===== src/rtl/aquila_mem_pkg.sv =====
// Shared encodings for the Aquila data-memory access path.
// Size codes, FSM states and byte-enable helper.
package aquila_mem_pkg;

  localparam logic [1:0] MEM_BYTE = 2'b00;
  localparam logic [1:0] MEM_HALF = 2'b01;
  localparam logic [1:0] MEM_WORD = 2'b10;

  typedef enum logic [1:0] {
    S_IDLE = 2'b00,
    S_WAIT = 2'b01,
    S_DONE = 2'b10
  } dac_state_t;

  function automatic logic [3:0] be_of(
    input logic [1:0] size,
    input logic [1:0] off
  );
    logic [3:0] be;
    case (size)
      MEM_BYTE: be = 4'b0001 << off;
      MEM_HALF: be = 4'b0011 << off;
      default:  be = 4'b1111;
    endcase
    return be;
  endfunction

endpackage


===== src/rtl/load_aligner.sv =====
// Load-data aligner: picks the addressed byte/half out of the
// read word and sign- or zero-extends it to XLEN.
module load_aligner
  import aquila_mem_pkg::*;
#(
  parameter int XLEN = 32
) (
  input  logic [XLEN-1:0] rdata_i,
  input  logic [1:0]      off_i,
  input  logic [1:0]      size_i,
  input  logic            unsigned_i,
  output logic [XLEN-1:0] data_o
);

  logic [XLEN-1:0] w_shifted;
  logic            w_sign;

  assign w_shifted = rdata_i >> {off_i, 3'b000};

  always_comb begin
    w_sign = 1'b0;
    data_o = rdata_i;
    case (size_i)
      MEM_BYTE: begin
        w_sign = w_shifted[7] & ~unsigned_i;
        data_o = {{(XLEN-8){w_sign}}, w_shifted[7:0]};
      end
      MEM_HALF: begin
        w_sign = w_shifted[15] & ~unsigned_i;
        data_o = {{(XLEN-16){w_sign}}, w_shifted[15:0]};
      end
      default: data_o = rdata_i;
    endcase
  end

endmodule


===== src/rtl/data_access_control.sv =====
// Data-memory access sequencer: issues one load/store per
// instruction, aligns load data and stalls the pipeline meanwhile.
module data_access_control
  import aquila_mem_pkg::*;
#(
  parameter int XLEN = 32
) (
  input  logic            clk_i,
  input  logic            rst_i,
  input  logic            mem_re_i,
  input  logic            mem_we_i,
  input  logic [1:0]      mem_size_i,
  input  logic            mem_unsigned_i,
  input  logic [XLEN-1:0] mem_addr_i,
  input  logic [XLEN-1:0] mem_wdata_i,
  input  logic            stall_mem_access_i,
  output logic            m_req_o,
  output logic            m_we_o,
  output logic [XLEN-1:0] m_addr_o,
  output logic [3:0]      m_be_o,
  output logic [XLEN-1:0] m_wdata_o,
  input  logic            m_ready_i,
  input  logic [XLEN-1:0] m_rdata_i,
  output logic [XLEN-1:0] rdata_o,
  output logic            stall_for_data_fetch_o,
  output logic            misaligned_o
);

  dac_state_t      r_state;
  dac_state_t      w_next;
  logic            w_pending;
  logic            w_issue;
  logic            w_done;
  logic [XLEN-1:0] w_wdata;
  logic [XLEN-1:0] w_aligned;

  logic            r_req;
  logic            r_we;
  logic [XLEN-1:0] r_addr;
  logic [3:0]      r_be;
  logic [XLEN-1:0] r_wdata;
  logic [1:0]      r_off;
  logic [1:0]      r_size;
  logic            r_uns;
  logic [XLEN-1:0] r_rdata;

  always_comb begin
    case (mem_size_i)
      MEM_BYTE: misaligned_o = 1'b0;
      MEM_HALF: misaligned_o = mem_addr_i[0];
      default:  misaligned_o = |mem_addr_i[1:0];
    endcase
  end

  assign w_pending = (mem_re_i | mem_we_i) & ~misaligned_o;
  assign w_issue   = (r_state == S_IDLE) & w_pending
                   & ~stall_mem_access_i;
  assign w_done    = (r_state == S_WAIT) & m_ready_i;

  always_ff @(posedge clk_i or posedge rst_i) begin
    if (rst_i) r_state <= S_IDLE;
    else       r_state <= w_next;
  end

  always_comb begin
    w_next = r_state;
    case (r_state)
      S_IDLE:  if (w_issue) w_next = S_WAIT;
      S_WAIT:  if (m_ready_i) w_next = S_DONE;
      S_DONE:  w_next = S_IDLE;
      default: w_next = S_IDLE;
    endcase
  end

  // Reset masks pending so the controller never sees a stall during reset.
  always_comb begin
    stall_for_data_fetch_o = 1'b0;
    if (!rst_i) begin
      case (r_state)
        S_IDLE:  stall_for_data_fetch_o = w_pending;
        S_WAIT:  stall_for_data_fetch_o = 1'b1;
        default: stall_for_data_fetch_o = 1'b0;
      endcase
    end
  end

  always_comb begin
    case (mem_size_i)
      MEM_BYTE: w_wdata = {(XLEN/8){mem_wdata_i[7:0]}};
      MEM_HALF: w_wdata = {(XLEN/16){mem_wdata_i[15:0]}};
      default:  w_wdata = mem_wdata_i;
    endcase
  end

  load_aligner #(.XLEN(XLEN)) u_align (
    .rdata_i    (m_rdata_i),
    .off_i      (r_off),
    .size_i     (r_size),
    .unsigned_i (r_uns),
    .data_o     (w_aligned)
  );

  always_ff @(posedge clk_i or posedge rst_i) begin
    if (rst_i) begin
      r_req   <= 1'b0;
      r_we    <= 1'b0;
      r_addr  <= '0;
      r_be    <= '0;
      r_wdata <= '0;
      r_off   <= '0;
      r_size  <= '0;
      r_uns   <= 1'b0;
      r_rdata <= '0;
    end else if (w_issue) begin
      r_req   <= 1'b1;
      r_we    <= mem_we_i;
      r_addr  <= {mem_addr_i[XLEN-1:2], 2'b00};
      r_be    <= be_of(mem_size_i, mem_addr_i[1:0]);
      r_wdata <= w_wdata;
      r_off   <= mem_addr_i[1:0];
      r_size  <= mem_size_i;
      r_uns   <= mem_unsigned_i;
    end else if (w_done) begin
      r_req <= 1'b0;
      if (!r_we) r_rdata <= w_aligned;
    end
  end

  assign m_req_o   = r_req;
  assign m_we_o    = r_we;
  assign m_addr_o  = r_addr;
  assign m_be_o    = r_be;
  assign m_wdata_o = r_wdata;
  assign rdata_o   = r_rdata;

endmodule


===== config.mk =====
export PLATFORM = sky130hd
export DESIGN_NAME = data_access_control
export DESIGN_NICKNAME = d
export VERILOG_FILES = /design/src/rtl/aquila_mem_pkg.sv /design/src/rtl/load_aligner.sv /design/src/rtl/data_access_control.sv
export SDC_FILE = /design/constraint.sdc
export NUM_CORES = 1
export LEC_CHECK = 0
export ABC_AREA = 1
export CAP_MARGIN = 10
export CORE_MARGIN = 2
export CORE_UTILIZATION = 30
export CTS_CLUSTER_SIZE = 25
export DETAILED_ROUTE_END_ITERATION = 16
export PLACE_DENSITY = 0.71
export SKIP_LAST_GASP = 1
export SLEW_MARGIN = 20
export SYNTH_ARGS = -nofsm -noshare
export SYNTH_HDL_FRONTEND = slang
export SYNTH_HIERARCHICAL = 1
export SYNTH_SLANG_ARGS = --single-unit

===== constraint.sdc =====
create_clock -name clk_i -period 9.3 [get_ports clk_i]
set_input_delay 1.86 -clock clk_i [delete_from_list [all_inputs] [get_ports clk_i]]
set_output_delay 1.86 -clock clk_i [all_outputs]
set_load 0.01 [all_outputs]

==> results.txt, run 1 <==
Syn. warnings -> 6
Synthesis-stage register bit count -> 107
Crit-path max cell delay -> 0.56 ns
Number of synthesized flops with an enable pin -> 0
Register area share after synthesis -> 50.1%
I/O pin cnt -> 209
Drt pass-1 iters -> 5
Net Sw Power -> 0.000689 W
Switching share of total power -> 35.9%
CTS resizes -> 0
Worst EP required -> 7.44 ns
Setup violators final -> 0
Worst IR drop on VDD -> 0.109 mV
Row cnt -> 48
Layout area overhead -> 45.2%
Setup TNS -> 0 ns
Clock power share -> 21.1%
Post-CTS Hold Buffers -> 0
# fillers -> 1766
Layout cell share with drive strength beyond 1 -> 4.54%
H-Tree Depth -> 3
Unrepaired setup endpoints after global routing -> no
Crit path cell chain -> clkdlybuf4s50_1, buf_4, inv_1, nand3_2, nand3_1, a21oi_1, clkdlybuf4s50_1
DIE AREA -> 18900 sq um
Worst Path Max Fanout -> 38
Crit path kind -> input pin to primary output
Final-report max-slew violation count -> 0
Critical path launch point type -> input pin
Post-synthesis average cell area -> 7.89 sq um
CTS Buf Count -> 9
Top cells by area, synth -> dfrtp_1 50%, nand2_1 15%, o21ai_1 6.7%
Clk buf depth -> 2
DR iter-0 viols -> 440
CTS root buf -> clkbuf_16
GRT Residual Overflow -> 0
Final Core Density -> 44.7%
Dpl cells -> 1068
Final WL -> 16300 um
Vias in the first global route -> 4853
Yosys top cell area share -> 50.1%
Setup Buffers After CTS -> 0
Status -> completed
Synth unique cells -> 28
DIE WIDTH -> 138 um
Port buffer count -> 206
Die height -> 138 um
Crit end category -> primary output
Final ANT Viol Nets -> 0
Primary FF master, synth -> dfrtp_1
Starting Density -> 30.8%
Comb pwr share -> 41.4%
Post-DP HPWL -> 11700 um
Num Clock Sinks -> 107
Gpl congestion -> 0.859
First-pass GRT wire length -> 25600 um
Worst Skew -> 0.00984 ns
Core Box Area -> 17400 sq um
Internal power -> 0.00123 W
Most used cell, CP -> clkdlybuf4s50_1
Max-Cap Viols -> 0
Leading area contributor after synthesis -> dfrtp_1
Gr usage total -> 17.6%
CTS tree -> yes
Slew headroom -> 35.8%
Gate Count Post-Synth -> 678
Final Critical Period -> 5.79 ns
WL per Instance -> 15.0 um
R2R setup slack -> 6.65 ns
Post-route clock period utilization -> 62.2%
Number of cells in the finished layout apart from fillers -> 1085
FFs w/ async S/R, synth -> 100%
Slowest CP cell -> clkdlybuf4s50_1
Worst Tran Pin Value -> 0.963 ns
Residual DRC count -> 0
Later-pin clock latency in the skew report -> 0.36 ns
Max Freq -> 0.173 GHz
Power Dens Cells -> 247 nW/um^2
Lkg Pwr -> 3.63 nW
Hold WS -> 0.477 ns
Via Count -> 5242
Clock slew at reported path FFs -> 0.08 ns
NumNets Final -> 959
Hold Crit Class -> register to register
Netlist Area Pre-Place -> 5350 sq um
Sequential Power Share -> 37.5%
Largest net degree at the start of global routing -> 77
Critical path arrival -> 3.93 ns
Antenna violations before repair -> 1
Detail-routed via count per cell -> 4.83
Final Hold Viols -> 0
Most frequent cell after synthesis -> nand2_1
Post-synth top cells -> 207 x nand2_1, 107 x dfrtp_1, 72 x o21ai_1
[through the flow]
| step | area (sq um) | worst slack (ns) | total power [W] |
|---|---|---|---|
| floorplan | 5350 | 4.62 | 0.00111 |
| global placement | 7450 | 3.56 | 0.00151 |
| detailed placement | 7450 | 3.54 | 0.00152 |
| CTS | 7760 | 3.53 | 0.00194 |
| global route | 7760 | 3.36 | 0.00206 |
| finish | 7770 | 3.51 | 0.00192 |
[layout by cell type (no fill, tap or decap)]
cell type and instances:
nand2_1 207, clkdlybuf4s50_1 206, dfrtp_1 107, o21ai_1 72
inv_1 53, nand3_1 43, o21ai_0 41, nand4_1 32
nor2_1 28, a21oi_1 28, clkbuf_16 9, buf_4 6
inv_6 3, nand2_2 3, nand3_2 2, inv_4 2
conb_1 2, clkinv_4 2, nand3_4 2, diode_2 1
o21ai_2 1, nand4_4 1, clkinv_1 1, nor2_2 1
a21oi_2 1, bufinv_16 1, clkinvlp_4 1, inv_8 1
nor2_8 1, nor2_4 1, inv_2 1
[sequential cells by signal (all words and copies together) (netlist names)]
name       flops
m_addr_o      30
r_off          2
rdata_o       32
m_we_o         1
m_wdata_o     32
r_state        2
m_be_o         4
r_uns          1
m_req_o        1
r_size         2
[kinds of logic after synthesis]
logic type	count (synthesis)	synth area share (%)
AO/OA/AOI/OAI	143	13.5
flip-flops	107	50.1
buffers and inverters	106	9.64
AND/OR/NAND/NOR	321	26.7
other	1	0.0701
[power groups by stage]
stage / clock, W / combinational, W / sequential, W
floorplan: 0 / 0.000339 / 0.000770
global placement: 0 / 0.000789 / 0.000722
detailed placement: 0 / 0.000799 / 0.000725
CTS: 0.000422 / 0.000802 / 0.000720
global route: 0.000442 / 0.000879 / 0.000740
finish: 0.000406 / 0.000795 / 0.000720
[worst max-delay path, delay by kind of cell]
family,cells,cell delay [ns]
simple gates,2,0.29
compound gates,1,0.15
buf+inv,4,1.62
[area by class of cell]
cell class | count | area (sq um) | share of cell area, %
Clock buffer | 9 | 225 | 2.90
Multi-Input combinational cell | 466 | 2160 | 27.8
Sequential cell | 107 | 2680 | 34.5
Timing Repair Buffer | 212 | 2110 | 27.1
Antenna cell | 1 | 2.50 | 0.0322
Clock inverter | 7 | 83.8 | 1.08
Inverter | 58 | 228 | 2.93
Tap cell | 225 | 282 | 3.62
[path summary, 6_finish.rpt]
path                               start                     end  cells after the start
max reg2reg                   r_state[0]             rdata_o[20]                      8
max in group asynchronous          rst_i             rdata_o[22]                      3
max                        mem_size_i[1]  stall_for_data_fetch_o                      7
min reg2reg                  rdata_o[18]             rdata_o[18]                      2
min in group asynchronous          rst_i            m_addr_o[17]                      2
min                          rdata_o[18]             rdata_o[18]                      2
[metal layers]
metal	routed length, um	global-route usage, %	vias to the layer above
met5	0	0	-
met4	224	5.78	0
met3	1550	5.56	17
met2	7640	27.4	229
met1	6860	23.2	2426
li1	-	-	2570
No activity file was read; power rests on OpenSTA's default activity.
==> inputs of run 2 (changes only) <==
==> constraint.sdc (replaced) <==
create_clock -name clk_i -period 6 [get_ports clk_i]
set_input_delay 1.2 -clock clk_i [delete_from_list [all_inputs] [get_ports clk_i]]
set_output_delay 1.2 -clock clk_i [all_outputs]
set_load 0.01 [all_outputs]
==> run 2 against run 1 <==
Global-route usage shrank 0.22 points; register-to-register slack got worse by 2.9 ns; die area unchanged; clock skew fell by 0.00090 ns; critical path type unchanged.
==> results.txt, run 2 (synthesis gave the netlist of run 1 again) <==
Crit end category -> primary output
Post-DP HPWL -> 11500 um (-1.4%)
Final Hold Viols -> 0 (unchanged)
Gpl congestion -> 0.855 (-0.56%)
Max-Cap Viols -> 0 (unchanged)
CTS resizes -> 0 (unchanged)
Power Dens Cells -> 391 nW/um^2 (+58%)
Setup violators final -> 0 (unchanged)
Worst Skew -> 0.00895 ns (-0.000898 ns)
Later-pin clock latency in the skew report -> 0.35 ns (about the same)
Critical path launch point type -> input pin
Setup TNS -> 0 ns (unchanged)
DR iter-0 viols -> 381 (-13%)
Worst EP required -> 4.80 ns (-2.64 ns)
Row cnt -> 48 (unchanged)
DIE AREA -> 18900 sq um (unchanged)
Via Count -> 5207 (-0.67%)
Commonest cells after routing, fill and taps aside -> 207 x nand2_1, 206 x clkdlybuf4s50_1, 107 x dfrtp_1, 72 x o21ai_1, 53 x inv_1
Post-route clock period utilization -> 69.0%
Final-report max-slew violation count -> 0 (unchanged)
H-Tree Depth -> 3 (unchanged)
CTS tree -> yes
Setup Buffers After CTS -> 0 (unchanged)
Clock slew at reported path FFs -> 0.08 ns (about the same)
Slew headroom -> 33.8% (-2.0 points)
Starting Density -> 30.8% (unchanged)
Worst IR drop on VDD -> 0.186 mV (+71%)
Residual DRC count -> 0 (unchanged)
Drt pass-1 iters -> 5 (unchanged)
Critical path arrival -> 2.94 ns (-0.99 ns)
GRT Residual Overflow -> 0 (unchanged)
Final WL -> 16300 um (about the same)
Worst Path Max Fanout -> 10 (-74%)
Commonest non-fill, non-tap cell in the layout -> nand2_1
Status -> completed
Die height -> 138 um (unchanged)
Num Clock Sinks -> 107 (unchanged)
Crit path kind -> input pin to primary output
Antenna violations before repair -> 1 (unchanged)
CTS root buf -> clkbuf_16
Post-CTS Hold Buffers -> 0 (unchanged)
Vias in the first global route -> 4789 (-1.3%)
Final Critical Period -> 4.14 ns
Layout cell share with drive strength beyond 1 -> 4.54% (unchanged)
Lkg Pwr -> 3.65 nW (+0.53%)
Unrepaired setup endpoints after global routing -> no
Final ANT Viol Nets -> 0 (unchanged)
Core Box Area -> 17400 sq um (unchanged)
DIE WIDTH -> 138 um (unchanged)
Port buffer count -> 206 (unchanged)
Worst Tran Pin Value -> 0.992 ns (+0.0297 ns)
Gr usage total -> 17.4% (-0.22 points)
Detail-routed via count per cell -> 4.80 (-0.67%)
Final Core Density -> 45.0% (+0.27 points)
CTS Buf Count -> 9 (unchanged)
Hold Crit Class -> register to register
I/O pin cnt -> 209 (unchanged)
Largest net degree at the start of global routing -> 124 (+61%)
Clk buf depth -> 2 (unchanged)
WL per Instance -> 15.0 um (about the same)
Max Freq -> 0.241 GHz
Layout area overhead -> 46.1%
NumNets Final -> 959 (unchanged)
First-pass GRT wire length -> 25300 um (-1.0%)
Hold WS -> 0.473 ns (-0.00396 ns)
## run 2: per-layer routing
layer	track usage, %	routed length [um]	up-vias
li1	-	-	2566
met1	22.9	7140	2388
met2	26.2	7280	231
met3	5.52	1510	22
met4	7.33	367	0
met5	0	0	-
## run 2: critical path, stage by stage
cell and delay, ns:
clkdlybuf4s50_1 0.63, nand3_2 0.24, nand3_1 0.09, a21oi_1 0.20, clkdlybuf4s50_1 0.57
## run 2: area by class of cell
class                           count  area (sq um)
Multi-Input combinational cell    466          2160
Inverter                           58           230
Fill cell                        1729          9540
Clock buffer                        9           225
Clock inverter                      7           124
Tap cell                          225           282
Sequential cell                   107          2680
Antenna cell                        1          2.50
Timing Repair Buffer              212          2110
## run 2: power breakdown
group	switching, W	internal, W
clock network	0.000287	0.000412
logic	0.000599	0.000626
registers	0.000175	0.000953
total	0.00106	0.00199
## run 2: worst paths after layout
check                                          to          start  cells after the start  slack (ns)
max                        stall_for_data_fetch_o  mem_size_i[0]                      5        1.86
min                                   rdata_o[14]    rdata_o[14]                      2        0.47
max reg2reg                           rdata_o[28]       r_off[0]                      8        3.72
min reg2reg                           rdata_o[14]    rdata_o[14]                      2        0.47
max in group asynchronous             rdata_o[24]          rst_i                      3        3.64
min in group asynchronous            m_addr_o[15]          rst_i                      2        1.46
## run 2: per-stage QoR
stage	setup slack (ns)	cell area (sq um)	instances	power, W
floorplan	1.98	5350	679	0.00172
global placement	1.85	7450	1068	0.00235
detailed placement	1.83	7450	1068	0.00237
CTS	1.85	7800	1084	0.00308
global route	1.78	7810	1084	0.00325
finish	1.86	7810	1085	0.00305
